==> src/rtl/adam_block_sequencer.sv <==
// Splits a 1 KB Adam block request into two 512-byte sector operations on the
// sector cache and moves the bytes to or from the host block buffer.
module adam_block_sequencer #(
    parameter logic [23:0] TIMEOUT   = 24'd8_000_000,
    parameter int          DRIVE_NUM = 0
) (
    input  logic        clk,
    input  logic        reset,
    input  logic        req_rd,
    input  logic        req_wr,
    input  logic [31:0] req_block,
    input  logic [31:0] disk_blocks,
    output logic        busy,
    output logic        done,
    output logic        err,
    output logic [9:0]  buf_addr,
    output logic        buf_we,
    output logic [7:0]  buf_dout,
    input  logic [7:0]  buf_din,
    input  logic        disk_present,
    output logic [31:0] disk_sector,
    output logic        disk_load,
    input  logic        disk_sector_loaded,
    output logic [8:0]  disk_addr,
    output logic        disk_wr,
    output logic [7:0]  disk_din,
    output logic        disk_flush,
    input  logic        disk_flushed,
    input  logic [7:0]  disk_data
);
    typedef enum logic [3:0] {
        S_IDLE, S_CHECK, S_PRE_FLUSH, S_WAIT_PRE, S_LOAD,
        S_WAIT_REL, S_XFER, S_WAIT_POST, S_NEXT
    } state_t;

    state_t      state_q, state_d;
    logic        dir_q, dir_d;
    logic [31:0] block_q, block_d;
    logic        sec_q, sec_d;
    logic [9:0]  cnt_q, cnt_d;
    logic [23:0] timer_q, timer_d;
    logic        dirty_q, dirty_d;
    logic        busy_q, busy_d, done_q, done_d, err_q, err_d;
    logic [9:0]  buf_addr_q, buf_addr_d;
    logic        buf_we_q, buf_we_d;
    logic [7:0]  buf_dout_q, buf_dout_d;
    logic [31:0] disk_sector_q, disk_sector_d;
    logic        disk_load_q, disk_load_d;
    logic [8:0]  disk_addr_q, disk_addr_d;
    logic        disk_wr_q, disk_wr_d;
    logic [7:0]  disk_din_q, disk_din_d;
    logic        disk_flush_q, disk_flush_d;
    logic        timeout_s;
    logic [8:0]  prev_s;
    logic        unused_drive_s;

    assign unused_drive_s = (DRIVE_NUM == 0);
    assign timeout_s      = ((timer_q + 24'd1) == TIMEOUT);
    // Byte index whose cache/buffer data arrives this cycle (one behind the address counter)
    assign prev_s         = cnt_q[8:0] - 9'd1;

    // Next-state and next-output computation
    always_comb begin
        state_d       = state_q;
        dir_d         = dir_q;
        block_d       = block_q;
        sec_d         = sec_q;
        cnt_d         = cnt_q;
        dirty_d       = dirty_q;
        busy_d        = busy_q;
        done_d        = 1'b0;
        err_d         = 1'b0;
        buf_addr_d    = buf_addr_q;
        buf_we_d      = 1'b0;
        buf_dout_d    = buf_dout_q;
        disk_sector_d = disk_sector_q;
        disk_load_d   = disk_load_q;
        disk_addr_d   = disk_addr_q;
        disk_wr_d     = 1'b0;
        disk_din_d    = disk_din_q;
        disk_flush_d  = 1'b0;
        case (state_q)
            S_IDLE: begin
                if (req_rd || req_wr) begin
                    dir_d   = ~req_rd;
                    block_d = req_block;
                    busy_d  = 1'b1;
                    sec_d   = 1'b0;
                    state_d = S_CHECK;
                end else begin
                    state_d = S_IDLE;
                end
            end
            S_CHECK: begin
                if (!disk_present || (block_q >= disk_blocks)) begin
                    err_d   = 1'b1;
                    busy_d  = 1'b0;
                    state_d = S_IDLE;
                end else begin
                    disk_sector_d = {block_q[30:0], sec_q};
                    disk_flush_d  = 1'b1;
                    state_d       = S_PRE_FLUSH;
                end
            end
            S_PRE_FLUSH: begin
                if (dirty_q) begin
                    state_d = S_WAIT_PRE;
                end else begin
                    disk_load_d = 1'b1;
                    state_d     = S_LOAD;
                end
            end
            S_WAIT_PRE: begin
                if (disk_flushed) begin
                    dirty_d     = 1'b0;
                    disk_load_d = 1'b1;
                    state_d     = S_LOAD;
                end else if (timeout_s) begin
                    err_d   = 1'b1;
                    busy_d  = 1'b0;
                    dirty_d = 1'b0;
                    state_d = S_IDLE;
                end else begin
                    state_d = S_WAIT_PRE;
                end
            end
            S_LOAD: begin
                if (disk_sector_loaded) begin
                    disk_load_d = 1'b0;
                    state_d     = S_WAIT_REL;
                end else if (timeout_s) begin
                    err_d       = 1'b1;
                    busy_d      = 1'b0;
                    dirty_d     = 1'b0;
                    disk_load_d = 1'b0;
                    state_d     = S_IDLE;
                end else begin
                    state_d = S_LOAD;
                end
            end
            S_WAIT_REL: begin
                if (disk_flushed) begin
                    cnt_d       = 10'd0;
                    disk_addr_d = 9'd0;
                    buf_addr_d  = {sec_q, 9'd0};
                    state_d     = S_XFER;
                end else if (timeout_s) begin
                    err_d   = 1'b1;
                    busy_d  = 1'b0;
                    dirty_d = 1'b0;
                    state_d = S_IDLE;
                end else begin
                    state_d = S_WAIT_REL;
                end
            end
            S_XFER: begin
                cnt_d = cnt_q + 10'd1;
                if (!dir_q) begin
                    disk_addr_d = cnt_q[8:0] + 9'd1;
                    if (cnt_q != 10'd0) begin
                        buf_we_d   = 1'b1;
                        buf_addr_d = {sec_q, prev_s};
                        buf_dout_d = disk_data;
                    end else begin
                        buf_we_d = 1'b0;
                    end
                    state_d = (cnt_q == 10'd512) ? S_NEXT : S_XFER;
                end else if (cnt_q == 10'd513) begin
                    // Last cache write has landed; push the sector back to the image
                    disk_flush_d = 1'b1;
                    state_d      = S_WAIT_POST;
                end else begin
                    buf_addr_d = {sec_q, cnt_q[8:0] + 9'd1};
                    if (cnt_q != 10'd0) begin
                        disk_wr_d   = 1'b1;
                        disk_addr_d = prev_s;
                        disk_din_d  = buf_din;
                        dirty_d     = 1'b1;
                    end else begin
                        disk_wr_d = 1'b0;
                    end
                end
            end
            S_WAIT_POST: begin
                if (disk_flushed) begin
                    dirty_d = 1'b0;
                    state_d = S_NEXT;
                end else if (timeout_s) begin
                    err_d   = 1'b1;
                    busy_d  = 1'b0;
                    dirty_d = 1'b0;
                    state_d = S_IDLE;
                end else begin
                    state_d = S_WAIT_POST;
                end
            end
            S_NEXT: begin
                if (!sec_q) begin
                    sec_d   = 1'b1;
                    state_d = S_CHECK;
                end else begin
                    done_d  = 1'b1;
                    busy_d  = 1'b0;
                    state_d = S_IDLE;
                end
            end
            default: begin
                state_d = S_IDLE;
            end
        endcase
        timer_d = (state_d != state_q) ? 24'd0 : (timer_q + 24'd1);
    end

    // State and output registers with synchronous reset
    always_ff @(posedge clk) begin
        if (reset) begin
            state_q       <= S_IDLE;
            dir_q         <= 1'b0;
            block_q       <= 32'd0;
            sec_q         <= 1'b0;
            cnt_q         <= 10'd0;
            timer_q       <= 24'd0;
            dirty_q       <= 1'b0;
            busy_q        <= 1'b0;
            done_q        <= 1'b0;
            err_q         <= 1'b0;
            buf_addr_q    <= 10'd0;
            buf_we_q      <= 1'b0;
            buf_dout_q    <= 8'd0;
            disk_sector_q <= 32'd0;
            disk_load_q   <= 1'b0;
            disk_addr_q   <= 9'd0;
            disk_wr_q     <= 1'b0;
            disk_din_q    <= 8'd0;
            disk_flush_q  <= 1'b0;
        end else begin
            state_q       <= state_d;
            dir_q         <= dir_d;
            block_q       <= block_d;
            sec_q         <= sec_d;
            cnt_q         <= cnt_d;
            timer_q       <= timer_d;
            dirty_q       <= dirty_d;
            busy_q        <= busy_d;
            done_q        <= done_d;
            err_q         <= err_d;
            buf_addr_q    <= buf_addr_d;
            buf_we_q      <= buf_we_d;
            buf_dout_q    <= buf_dout_d;
            disk_sector_q <= disk_sector_d;
            disk_load_q   <= disk_load_d;
            disk_addr_q   <= disk_addr_d;
            disk_wr_q     <= disk_wr_d;
            disk_din_q    <= disk_din_d;
            disk_flush_q  <= disk_flush_d;
        end
    end

    assign busy        = busy_q;
    assign done        = done_q;
    assign err         = err_q;
    assign buf_addr    = buf_addr_q;
    assign buf_we      = buf_we_q;
    assign buf_dout    = buf_dout_q;
    assign disk_sector = disk_sector_q;
    assign disk_load   = disk_load_q;
    assign disk_addr   = disk_addr_q;
    assign disk_wr     = disk_wr_q;
    assign disk_din    = disk_din_q;
    assign disk_flush  = disk_flush_q;
endmodule

==> config.mk <==
export PLATFORM = sky130hd
export DESIGN_NAME = adam_block_sequencer
export DESIGN_NICKNAME = d
export VERILOG_FILES = /design/src/rtl/adam_block_sequencer.sv
export SDC_FILE = /design/constraint.sdc
export NUM_CORES = 1
export LEC_CHECK = 0
export ABC_AREA = 0
export BUFFER_PORTS_ARGS = -buffer_cell sky130_fd_sc_hd__clkbuf_2
export CAP_MARGIN = 20
export CORE_MARGIN = 1
export CORE_UTILIZATION = 30
export CTS_CLUSTER_DIAMETER = 30
export DETAILED_ROUTE_END_ITERATION = 16
export GPL_TIMING_DRIVEN = 0
export MAX_ROUTING_LAYER = met4
export SLEW_MARGIN = 30
export SYNTH_ARGS = -nofsm -noshare
export SYNTH_HDL_FRONTEND = slang
export SYNTH_SLANG_ARGS = --single-unit
==> constraint.sdc <==
create_clock -name clk -period 4.4 [get_ports clk]
set_clock_uncertainty 0.15 [all_clocks]
set_input_delay 1.32 -clock clk [delete_from_list [all_inputs] [get_ports clk]]
set_output_delay 1.32 -clock clk [all_outputs]
set_load 0.01 [all_outputs]
# Yosys cells after proc, flatten, opt, wreduce, memory -nomap -nowiden
# Index checks and enable logic that the tools add are counted.
[classes] n_addsub=4 order_cmp=1 eq_ne=28 mux=61 bitwise_logic=6 reduce_logical=27
[op_table] operator="10-bit two-way mux" count=5
[op_table] operator="10-bit case mux with 2 select lines" count=2
[op_table] operator="9-bit two-way mux" count=4
[op_table] operator="4-bit case mux with 9 select lines" count=1
[op_table] operator="32-bit greater-or-equal comparator" count=1
[op_table] operator="1-bit two-way mux" count=29
[op_table] operator="24-bit by 1-bit adder with 24-bit output, second input constant" count=1
[op_table] operator="24-bit by 23-bit == test with 1-bit output, second input constant" count=1
[op_table] operator="2-bit inequality test, second input constant" count=12
[op_table] operator="3-bit two-way mux" count=7
[op_table] operator="10-bit == test, second input constant" count=2
[op_table] operator="9-bit case mux with 2 select lines" count=1
[op_table] operator="4-bit by 3-bit == test with 1-bit output, second input constant" count=4
[op_table] operator="4-bit two-way mux" count=4
[op_table] operator="4-bit AND reduction" count=4
[op_table] operator="3-bit inequality test, second input constant" count=4
[op_table] operator="6-bit AND reduction" count=2
[op_table] operator="10-bit by 1-bit adder with 10-bit output, second input constant" count=1
[op_table] operator="10-bit nonzero test" count=1
[op_table] operator="9-bit by 1-bit adder with 9-bit output, second input constant" count=1
[op_table] operator="9-bit by 1-bit subtractor with 9-bit output, second input constant" count=1
[op_table] operator="4-bit by 2-bit == test with 1-bit output, second input constant" count=2
[op_table] operator="2-bit AND reduction" count=4
[op_table] operator="1-bit inverter" count=6
[op_table] operator="other kinds (19)" count=27
[word_totals] ff_bits=147 in_bits=87 output_inout_bits=74 elab_cells=146

# Logic depth before layout (Yosys ltp)
# Gate-level depths: netlist of the first run.
[logic_depth] depth_word=7 mapped_depth=12 ltp_nobuf=9

# Least setup slack after synthesis of the first run
# OpenSTA, ideal clock, no wires.
[synth_path] kind="in2reg" startpoint="input port disk_blocks[0]" endpoint="register disk_sector_q[10] (netlist: disk_sector[10])" arrival_ns=3.274 t_required_ns=4.122 setup_slack_ns=0.849 path_stages=10 n_path_buf=2 path_cell_list="ha_1 -> nand2b_1 -> a2111oi_0 -> nor3_1 -> o31a_1 -> nor4_1 -> buf_2 -> buf_4 -> mux2i_1 -> nor2_1"
[synth_via] elab_chain_cells=4
[synth_lines] element="start: declaration" line="12" rtl="input logic [31:0] disk_blocks,"
[synth_lines] element="32-bit greater-or-equal comparator" line="95" rtl="if (!disk_present || (block_q >= disk_blocks)) begin"
[synth_lines] element="1-bit logical OR" line="95"
[synth_lines] element="1-bit inverter (no source line)"
[synth_lines] element="2-bit AND reduction (no source line)"
[synth_lines] element="end signal: assignment" line="250" rtl="disk_sector_q <= disk_sector_d;"
[synth_lines] element="end: declaration" line="47" rtl="logic [31:0] disk_sector_q, disk_sector_d;"
# No other way between the ends.
# A chain may end at the register's enable or synchronous reset.

# Final worst setup path of the first run
[layout_path] startpoint="input port disk_blocks[27]" endpoint="register disk_sector_q[31] (netlist: disk_sector[31])"
# The elaborated chain is that of the path after synthesis.

==> metrics.md, run 1 <==
| Metric | Value |
|---|---|
| Outcome | `complete, no violations` |
| Die height | `between 150 and 200 µm` |
| Post-synthesis cell count | `876` |
| Share of cells above drive strength 1 | `between 20% and 30%` |
| Root Buffer | `clkbuf_16` |
| Post-Synthesis Cell Area | `7400 µm²` |
| Fin util | `around 38%` |
| Largest net degree at the start of global routing | `17` |
| Post_cts resized | `0` |
| Post-route minimum period | `3.54 ns` |
| Top cells by area, synth | `dfxtp_1 40%, mux2i_1 7.6%, nor2_1 6.2%` |
| Fmax | `282 MHz` |
| Avg Vias per Cell | `4.77` |
| Setup WS pre-CTS | `0.473 ns` |
| H-tree depth | `4` |
| CTS buffer count | `17` |
| Total chip power | `0.00443 W` |
| Io pins | `161` |
| Post-synth ARST share | `0%` |
| Crit path required time | `4.54 ns` |
| Final Hold Viols | `0` |
| Slew margin rel. | `41.9%` |
| Die span in x | `159 µm` |
| Share of the yosys chip area belonging to registers | `39.8%` |
| Final ANT Viol Nets | `0` |
| Global route total overflow | `0` |
| Rows | `57` |
| CTS tree | `built` |
| CTS Buffer Depth | `2` |
| # hold bufs at CTS | `0` |
| Worst-Margin Slew | `approximately 0.87 ns` |
| Clock Pin Slew Worst Setup and Hold Paths | `0.06 ns` |
| Initial core utilization | `between 30% and 40%` |
| Synth area leader | `dfxtp_1` |
| Synth Area per Inst | `8.45 µm²` |
| Initial antenna violation count | `0` |
| Yosys warns | `0` |
| Total Routed Length | `20.4 mm` |
| Max-slew violation count | `0` |
| Maximum vdd drop | `~0.26 mV` |
| Worst skew pair latency | `roughly 0.43 ns` |
| Post-synth EDFFs | `0` |
| Die Area | `25300 µm²` |
| Worst Setup Start Kind | `input port` |
| Main synth FF type | `dfxtp_1` |
| Core area | `approximately 24000 µm²` |
| DP HPWL | `roughly 15 mm` |
| PwrDens | `481 nW/µm²` |
| Sink Count | `roughly 150` |
| Setup Fix Bufs, Post-CTS | `0` |
| Vias in the first global route | `6318` |
| Area Overhead vs Synth | `24.5%` |
| CP Capture Type | `flop` |
| Nets@finish | `approximately 1200` |
| # port buffers | `159` |
| Top cells by count, synth | `147 x dfxtp_1, 123 x nor2_1, 98 x nand2_1` |
| Synthesized net count | `999` |
| Diodes inserted | `0` |
| Vias | `6636` |
| Most numerous cell in the Yosys netlist | `dfxtp_1` |
| Flops & latches, synth | `about 150` |
| GRT Total Usage | `16.9%` |
| First-pass GRT wire length | `32.8 mm` |
| Hold crit path type | `flop to flop` |
| Synth top area share | `39.8%` |
| RSZ-0062 raised after global routing | `false` |
| Initial DRT Pass Iterations | `7` |
| CP max FO | `10` |
| DRC violations left | `0` |
| GP Congestion | `0.905` |
| CP Data Arrival Time | `3.68 ns` |
| Max_cap viols | `0` |
| Finish-stage setup viols | `0` |
| Type of the worst setup path | `input port to flop` |
| PnR worst setup slack | `0.859 ns` |
| Iteration-0 DRC Markers | `just under 500` |
| Setup_tns | `0 ns` |
| Wirelength per Cell | `14.7 µm` |
| Count of cell types in the netlist | `77` |
| Leakage | `3.95 nW` |
| Final period utilization | `80.5%` |
==> cell usage in the layout (no fill, tap or decap), drive strengths merged, types with 17 or more instances in the layout <==
master,count
nor2,123
dfxtp,147
mux2i,57
ha,36
nand2,98
xnor2,19
a21oi,75
clkbuf,210
nor3,40
buf,20
inv,49
nand3,24
xor2,17
o21ai,24
==> final timing paths <==
check	startpoint	endpoint	slack (ns)	depth (start not counted)
worst max-delay path	disk_blocks[27]	disk_sector[31]$_SDFFE_PP0P_	0.86	11
worst min-delay path	buf_addr[7]$_SDFFE_PP0P_	buf_addr[7]$_SDFFE_PP0P_	0.31	2
worst max register to register	cnt_q[0]$_SDFFE_PP0P_	timer_q[19]$_SDFF_PP0_	1.35	12
worst min register to register	buf_addr[7]$_SDFFE_PP0P_	buf_addr[7]$_SDFFE_PP0P_	0.31	2
==> through the flow <==
step | area (µm²) | hold slack [ns] | std cells
2_1_floorplan | 7400 | 0.290 | 876
3_3_place_gp | 8600 | 0.293 | 1359
3_5_place_dp | 8610 | 0.306 | 1359
4_1_cts | 9210 | 0.316 | 1390
5_1_grt | 9210 | 0.341 | 1390
6_report | 9210 | 0.305 | 1390
==> cells by family after synthesis <==
kind of cell               Yosys count  synth area share, %
xor gates and xnor gates            36                 4.36
muxes                               59                 8.07
AOI/OAI and AO/OA                  143                 12.1
buffers and inverters               98                 6.26
DFF                                147                 39.8
and+or+nand+nor                    357                 23.3
adders and majority gates           36                 6.09
==> where the power goes <==
part | total, W | switching (W) | internal [W] | leakage (nW)
clock | 0.00152 | 0.000620 | 0.000901 | 0.289
combinational | 0.00130 | 0.000804 | 0.000497 | 2.47
sequential | 0.00161 | 0.000122 | 0.00149 | 1.19
total | 0.00443 | 0.00155 | 0.00289 | 3.95
==> sequential cells by signal (all words and copies together) (netlist names), 4 cells and up <==
register     flops
disk_addr        9
block_q         32
state_q          4
timer_q         24
disk_sector     32
cnt_q           10
disk_din         8
buf_addr        10
buf_dout         8
==> layout make-up <==
| type | count | area, µm² |
|---|---|---|
| Buffer | 53 | 294 |
| Clock buffer | 18 | 429 |
| Clock inverter | 13 | 178 |
| Fill cell | 2577 | 15000 |
| Inverter | 45 | 169 |
| Multi-Input combinational cell | 631 | 4000 |
| Sequential cell | 147 | 2940 |
| Tap cell | 324 | 405 |
| Timing Repair Buffer | 159 | 796 |
==> routing by layer <==
layer  wire length [µm]  share of wire, %  track usage (%)  vias up
li1                   -                 -                -     3378
met1               9940                49             22.2     3066
met2               9230                45             25.4      158
met3                698               3.4             2.94       34
met4                533               2.6             7.17        0
met5                  0                 0                -        -
==> critical path, cell delays in order <==
cell and delay [ns]:
clkbuf_2 0.08, inv_1 0.03, ha_1 0.30, nand4_1 0.17, nor4_1 0.64, a21boi_0 0.39, nor4_1 0.09, buf_2 0.20
buf_4 0.22, mux2i_1 0.17, nor2_1 0.05
No activity file was read; power rests on OpenSTA's default activity.
==> run 2: changes to the inputs <==
--- a/config.mk
+++ b/config.mk
@@ -5,7 +5,7 @@
 export SDC_FILE = /design/constraint.sdc
 export NUM_CORES = 1
 export LEC_CHECK = 0
-export ABC_AREA = 0
+export ABC_AREA = 1
 export BUFFER_PORTS_ARGS = -buffer_cell sky130_fd_sc_hd__clkbuf_2
 export CAP_MARGIN = 20
 export CORE_MARGIN = 1
==> constraint.sdc (replaced) <==
create_clock -name clk -period 3.3 [get_ports clk]
set_clock_uncertainty 0.15 [all_clocks]
set_input_delay 0.99 -clock clk [delete_from_list [all_inputs] [get_ports clk]]
set_output_delay 0.99 -clock clk [all_outputs]
set_load 0.01 [all_outputs]
==> metrics.md, run 2 <==
| Metric | Value |
|---|---|
| DP HPWL | `16.3 mm` |
| Crit path required time | `3.51 ns` |
| Critical-path cell list | `clkbuf_2 > inv_1 > ha_1 > a21oi_1 > nor2_1 > nor2_1 > nand2_1 > a21oi_1 > nand4_1 > nor2_2 > clkbuf_1 > o21ai_0 > a21oi_1` |
| Max_cap viols | `0` |
| Reg2reg end | `buf_dout[3]$_SDFFE_PP0P_` |
| Fmax | `320 MHz` |
| Initial antenna violation count | `0` |
| Setup WS pre-CTS | `-0.518 ns` |
| CTS buffer count | `17` |
| Area Overhead vs Synth | `24.1%` |
| Post-synth EDFFs | `0` |
| Share of the yosys chip area belonging to registers | `between 30% and 40%` |
| Slew margin rel. | `55.9%` |
| CP Data Arrival Time | `about 3.3 ns` |
| Largest stage delay, worst path | `approximately 0.42 ns` |
| CTS Buffer Depth | `2` |
| PnR worst setup slack | `0.172 ns` |
| GP Congestion | `a little under 0.9` |
| Synthesized net count | `1183` |
| Setup Fix Bufs, Post-CTS | `0` |
| Hold crit path type | `flop to flop` |
| Hold_sp | `disk_load$_SDFFE_PP0P_` |
| Total stage count of the critical path | `13` |
| Count of cell types in the netlist | `a little over 40` |
| Final ANT Viol Nets | `0` |
| Type of the worst setup path | `input port to flop` |
| Largest net degree at the start of global routing | `17` |
| H-tree depth | `4` |
| CP max FO | `10` |
| Root Buffer | `clkbuf_16` |
| Leakage | `4.19 nW` |
| Main synth FF type | `dfxtp_1` |
| Synth area leader | `dfxtp_1` |
| Worst skew pair latency | `0.43 ns` |
| Most common cell after layout, fill and taps aside | `nand2_1` |
| Share of cells above drive strength 1 | `20.4%` |
| Worst Hold Depth | `2` |
| PwrDens | `579 nW/µm²` |
| First-pass GRT wire length | `34.5 mm` |
| Cell family with most CP delay | `simple AND/OR/NAND/NOR gates` |
| Die height | `160 µm` |
| CP Capture Type | `flop` |
| Rows | `57` |
| Post-synth ARST share | `0%` |
| Post-Synthesis Cell Area | `between 7000 and 8000 µm²` |
| Total chip power | `roughly 0.0054 W` |
| Iteration-0 DRC Markers | `428` |
| Worst path slowest cell | `clkbuf_1` |
| Die Area | `between 20000 and 30000 µm²` |
| Sink Count | `roughly 150` |
| Finish-stage setup viols | `0` |
| Most frequent CP cell | `a21oi_1` |
| GRT Total Usage | `17.4%` |
| Global route total overflow | `0` |
| DRC violations left | `0` |
| Vias | `7218` |
| Flops & latches, synth | `147` |
| Max-slew violation count | `0` |
| Post-synthesis cell count | `1060` |
| Nets@finish | `1362` |
| Synth Area per Inst | `7.03 µm²` |
| Flop-to-flop setup slack | `0.46 ns` |
| # hold bufs at CTS | `0` |
| Diodes inserted | `0` |
| Core area | `24300 µm²` |
| Post-route minimum period | `3.13 ns` |
| Final period utilization | `94.8%` |
| CP startpoint | `disk_blocks[21]` |
| CTS tree | `built` |
| WHS Endpoint | `disk_load$_SDFFE_PP0P_` |
| Wirelength per Cell | `13.5 µm` |
| Outcome | `complete, no violations` |
| CP Buf/Inv Count | `3` |
| Initial DRT Pass Iterations | `5` |
| Initial core utilization | `about 31%` |
| RSZ-0062 raised after global routing | `false` |
| Worst Setup Start Kind | `input port` |
| Synth top area share | `39.5%` |
| Reg-to-Reg Start | `state_q[1]$_SDFF_PP0_` |
| Worst r2r path cells | `11` |
| Top cells by count, synth | `212 x nand2_1, 159 x inv_1, 147 x dfxtp_1` |
| Most numerous cell in the Yosys netlist | `nand2_1` |
| Die span in x | `160 µm` |
| Most frequent cells in the layout | `212 x nand2_1, 162 x clkbuf_2, 159 x inv_1` |
| Total Routed Length | `21.2 mm` |
| Vias in the first global route | `6907` |
| Worst-Margin Slew | `0.662 ns` |
| Final Hold Viols | `0` |
| Top cells by area, synth | `dfxtp_1 40%, nand2_1 11%, inv_1 8.0%` |
| Avg Vias per Cell | `4.58` |
| Filler instances | `2534` |
| Io pins | `161` |
| Clock Pin Slew Worst Setup and Hold Paths | `0.06 ns` |
| Maximum vdd drop | `~0.3 mV` |
| Yosys warns | `0` |
| # port buffers | `160` |
[run 2: worst max path at each step]
stage / to / slack (ns)
floorplan: timer_q[10]$_SDFF_PP0_ / 0.44
global placement: disk_sector[30]$_SDFFE_PP0P_ / -0.47
detailed placement: disk_sector[27]$_SDFFE_PP0P_ / -0.52
CTS: disk_sector[30]$_SDFFE_PP0P_ / 0.09
global route: disk_sector[17]$_SDFFE_PP0P_ / 0.04
finish: disk_sector[31]$_SDFFE_PP0P_ / 0.17
[run 2: cell type report]
class | instances | area (µm²) | share of cell area (%)
Clock buffer | 18 | 429 | 4.64
Inverter | 167 | 627 | 6.78
Multi-Input combinational cell | 715 | 3740 | 40.4
Buffer | 31 | 148 | 1.60
Clock inverter | 14 | 155 | 1.68
Tap cell | 324 | 405 | 4.38
Timing Repair Buffer | 160 | 801 | 8.66
Sequential cell | 147 | 2940 | 31.8
[run 2: report_power, final]
group | total, W | switching (W) | internal [W]
Combinational | 0.00127 | 0.000827 | 0.000444
Sequential | 0.00213 | 0.000131 | 0.00200
Clock | 0.00196 | 0.000834 | 0.00112
Total | 0.00535 | 0.00179 | 0.00356
[run 2: kinds of logic (layout without fill, tap and decap cells)]
group           Yosys count  count (layout)  share of synthesized area (%)
compound gates          234             234                           16.5
xor+xnor                 14              14                           1.65
fa+ha+maj                36              36                           6.05
buf+inv                 198             390                           10.4
flops                   147             147                           39.5
simple gates            431             431                           26.0
[run 2: repair_timing]
item,4_1_cts,5_1_grt
endpoints found under the hold margin,0,0
pin swaps,0,0
resized for setup,1,5
setup endpoints to repair,10,28
[run 2: metrics by stage]
| stage | instance area [µm²] | hold WS, ns | setup TNS (ns) | cells | utilization (%) |
|---|---|---|---|---|---|
| global route | 9250 | 0.332 | 0 | 1576 | 38.0 |
| finish | 9250 | 0.311 | 0 | 1576 | 38.0 |
| detailed placement | 8660 | 0.300 | -15.51 | 1544 | 35.6 |
| global placement | 8660 | 0.296 | -13.58 | 1544 | 35.6 |
| CTS | 9240 | 0.312 | 0 | 1576 | 38.0 |
| floorplan | 7450 | 0.280 | 0 | 1060 | - |
[run 2: worst reg2reg max path, delay by kind of cell, from the launching register on]
family	cells	cell delay (ns)
DFF	1	0.44
buffers and inverters	5	0.84
and+or+nand+nor	6	1.30
[run 2: routing by layer]
layer / global-route usage, % / vias up / wire [µm]
li1: - / 3759 / -
met1: 22.8 / 3266 / 10400
met2: 26.9 / 168 / 9480
met3: 3.26 / 25 / 932
met4: 5.68 / 0 / 401
met5: - / - / 0
==> run 3: changes to the inputs <==
--- a/config.mk
+++ b/config.mk
@@ -5,7 +5,6 @@
 export SDC_FILE = /design/constraint.sdc
 export NUM_CORES = 1
 export LEC_CHECK = 0
-export ABC_AREA = 1
 export BUFFER_PORTS_ARGS = -buffer_cell sky130_fd_sc_hd__clkbuf_2
 export CAP_MARGIN = 20
 export CORE_MARGIN = 1
==> metrics.md, run 3 (synthesis results as in run 1) <==
| Metric | Value |
|---|---|
| Outcome | `complete, no violations` |
| Most common cell after layout, fill and taps aside | `clkbuf_2` |
| Worst r2r path cells | `12` |
| Avg Vias per Cell | `approximately 4.8` |
| Largest net degree at the start of global routing | `17` |
| Fin util | `38.0%` |
| Setup_tns | `0 ns` |
| Post-route minimum period | `3.20 ns` |
| CTS buffer count | `17` |
| Worst Hold Depth | `2` |
| GP Congestion | `between 0.9 and 1` |
| WHS Endpoint | `buf_addr[7]$_SDFFE_PP0P_` |
| Reg2reg end | `timer_q[19]$_SDFF_PP0_` |
| Nets@finish | `1177` |
| Internal power | `0.00385 W` |
| Finish-stage setup viols | `0` |
| CP max FO | `10` |
| Io pins | `between 150 and 200` |
| Diodes inserted | `0` |
| Flop-to-flop setup slack | `between 0.2 and 0.25 ns` |
| Crit path required time | `3.44 ns` |
| # port buffers | `roughly 160` |
| Worst-Margin Slew | `0.868 ns` |
| Final Hold Viols | `0` |
| Wirelength per Cell | `14.7 µm` |
| Net Sw Power | `0.00206 W` |
| Max_cap viols | `0` |
| Critical-path cell list | `clkbuf_2 > inv_1 > ha_1 > nand4_1 > nor4_1 > a21boi_0 > nor4_1 > buf_4 > buf_4 > mux2i_1 > nor2_1` |
| Clock share of power | `between 30 and 40%` |
| Worst path slowest cell | `nor4_1` |
| PwrDens | `642 nW/µm²` |
| Sink Count | `roughly 150` |
| Placement Cell Area | `8610 µm²` |
| CTS Buffer Depth | `2` |
| Design Area, Final | `approximately 9200 µm²` |
| Largest stage delay, worst path | `roughly 0.64 ns` |
| Core area | `24200 µm²` |
| Initial core utilization | `30.5%` |
| Global route total overflow | `0` |
| Combinational Power Share | `29.4%` |
| Worst skew pair latency | `0.43 ns` |
| Clock Pin Slew Worst Setup and Hold Paths | `0.06 ns` |
| Max-slew violation count | `0` |
| Type of the worst setup path | `input port to flop` |
| Vias in the first global route | `6318` |
| Rows | `57` |
| Hold crit path type | `flop to flop` |
| CP Capture Type | `flop` |
| Share of cells above drive strength 1 | `22.7%` |
| Die Area | `25300 µm²` |
| Die span in x | `around 160 µm` |
| Slew margin rel. | `41.8%` |
| Initial antenna violation count | `0` |
| CTS tree | `built` |
| Maximum vdd drop | `0.351 mV` |
| Vias | `6646` |
| Leakage | `roughly 3.9 nW` |
| CP Data Arrival Time | `3.35 ns` |
| Die height | `between 150 and 200 µm` |
| RSZ-0062 raised after global routing | `true` |
| Sw Share | `34.9%` |
| Iteration-0 DRC Markers | `around 480` |
| Final period utilization | `97.1%` |
| First-pass GRT wire length | `32.8 mm` |
| Reg-to-Reg Start | `cnt_q[0]$_SDFFE_PP0P_` |
| DRC violations left | `0` |
| Worst Setup Start Kind | `input port` |
| Fmax | `312 MHz` |
| Initial DRT Pass Iterations | `5` |
| Reg power frac | `36.3%` |
| Most frequent cells in the layout | `161 x clkbuf_2, 147 x dfxtp_1, 123 x nor2_1` |
| DP HPWL | `15.4 mm` |
| Hold_sp | `buf_addr[7]$_SDFFE_PP0P_` |
| # hold bufs at CTS | `0` |
| H-tree depth | `4` |
| Root Buffer | `clkbuf_16` |
| Total Routed Length | `20.4 mm` |
| Final ANT Viol Nets | `0` |
| CP startpoint | `disk_blocks[27]` |
| GRT Total Usage | `16.9%` |
| Area Overhead vs Synth | `24.6%` |
## run 3: changes by cell type in the layout (fill, tap and decap cells not counted), sizes merged, moves of 16 or more
cell	previous run	this run
nor3	8	40
xnor2	2	19
buf	4	20
mux2i	0	57
o21ai	92	24
nor2	143	123
a21oi	120	75
nand3	45	24
nand2	221	98
inv	168	49
## run 3: how the worst max path moves through the flow
stage,slack (ns),end
4_1_cts,0.15,disk_sector[14]$_SDFFE_PP0P_
3_3_place_gp,-0.23,disk_sector[15]$_SDFFE_PP0P_
5_1_grt,-0.007,disk_sector[5]$_SDFFE_PP0P_
3_5_place_dp,-0.30,disk_sector[14]$_SDFFE_PP0P_
2_1_floorplan,0.08,disk_sector[10]$_SDFFE_PP0P_
6_report,0.1,disk_sector[31]$_SDFFE_PP0P_
## run 3: metal layers
layer  part of all wire [%]  global-route usage, %
met5                      0                      -
met4                    2.6                   7.17
met3                    3.7                   2.94
met2                     45                   25.4
met1                     49                   22.2
## run 3: layout make-up
| cell class | count | area (µm²) |
|---|---|---|
| tap | 324 | 405 |
| clock buffer | 18 | 429 |
| multi-input combinational | 631 | 4000 |
| fill | 2578 | 15000 |
| sequential | 147 | 2940 |
| buffer | 53 | 297 |
| inverter | 45 | 169 |
| timing repair buffer | 159 | 796 |
| clock inverter | 13 | 178 |
## run 3: worst max-delay path: cells and delay by family
kind                     cells  cell delay, ns
AO/OA/AOI/OAI                1            0.40
adder cells (fa/ha/maj)      1            0.30
buffers and inverters        4            0.51
multiplexers                 1            0.17
AND/OR/NAND/NOR              4            0.95
## run 3: repair_timing
| item | CTS | global route |
|---|---|---|
| buffers inserted | 0 | 0 |
| endpoints found under the setup margin | 0 | 28 |
| resized for setup | 0 | 2 |
## run 3: metrics by stage
| step | hold slack (ns) | worst slack, ns | std cells | total power [W] |
|---|---|---|---|---|
| after floorplan | 0.290 | 0.0786 | 876 | 0.00341 |
| after global placement | 0.293 | -0.230 | 1359 | 0.00390 |
| after detailed placement | 0.306 | -0.297 | 1359 | 0.00392 |
| after CTS | 0.316 | 0.149 | 1390 | 0.00598 |
| after global routing | 0.341 | -0.00660 | 1390 | 0.00629 |
| final | 0.305 | 0.0955 | 1390 | 0.00591 |
## run 3: power by group through the flow
| stage | Combinational (W) | Sequential (W) | Clock (W) |
|---|---|---|---|
| floorplan | 0.00125 | 0.00216 | 0 |
| detailed placement | 0.00174 | 0.00219 | 0 |
| global route | 0.00195 | 0.00217 | 0.00216 |
| CTS | 0.00175 | 0.00215 | 0.00209 |
| global placement | 0.00172 | 0.00218 | 0 |
| finish | 0.00174 | 0.00215 | 0.00203 |
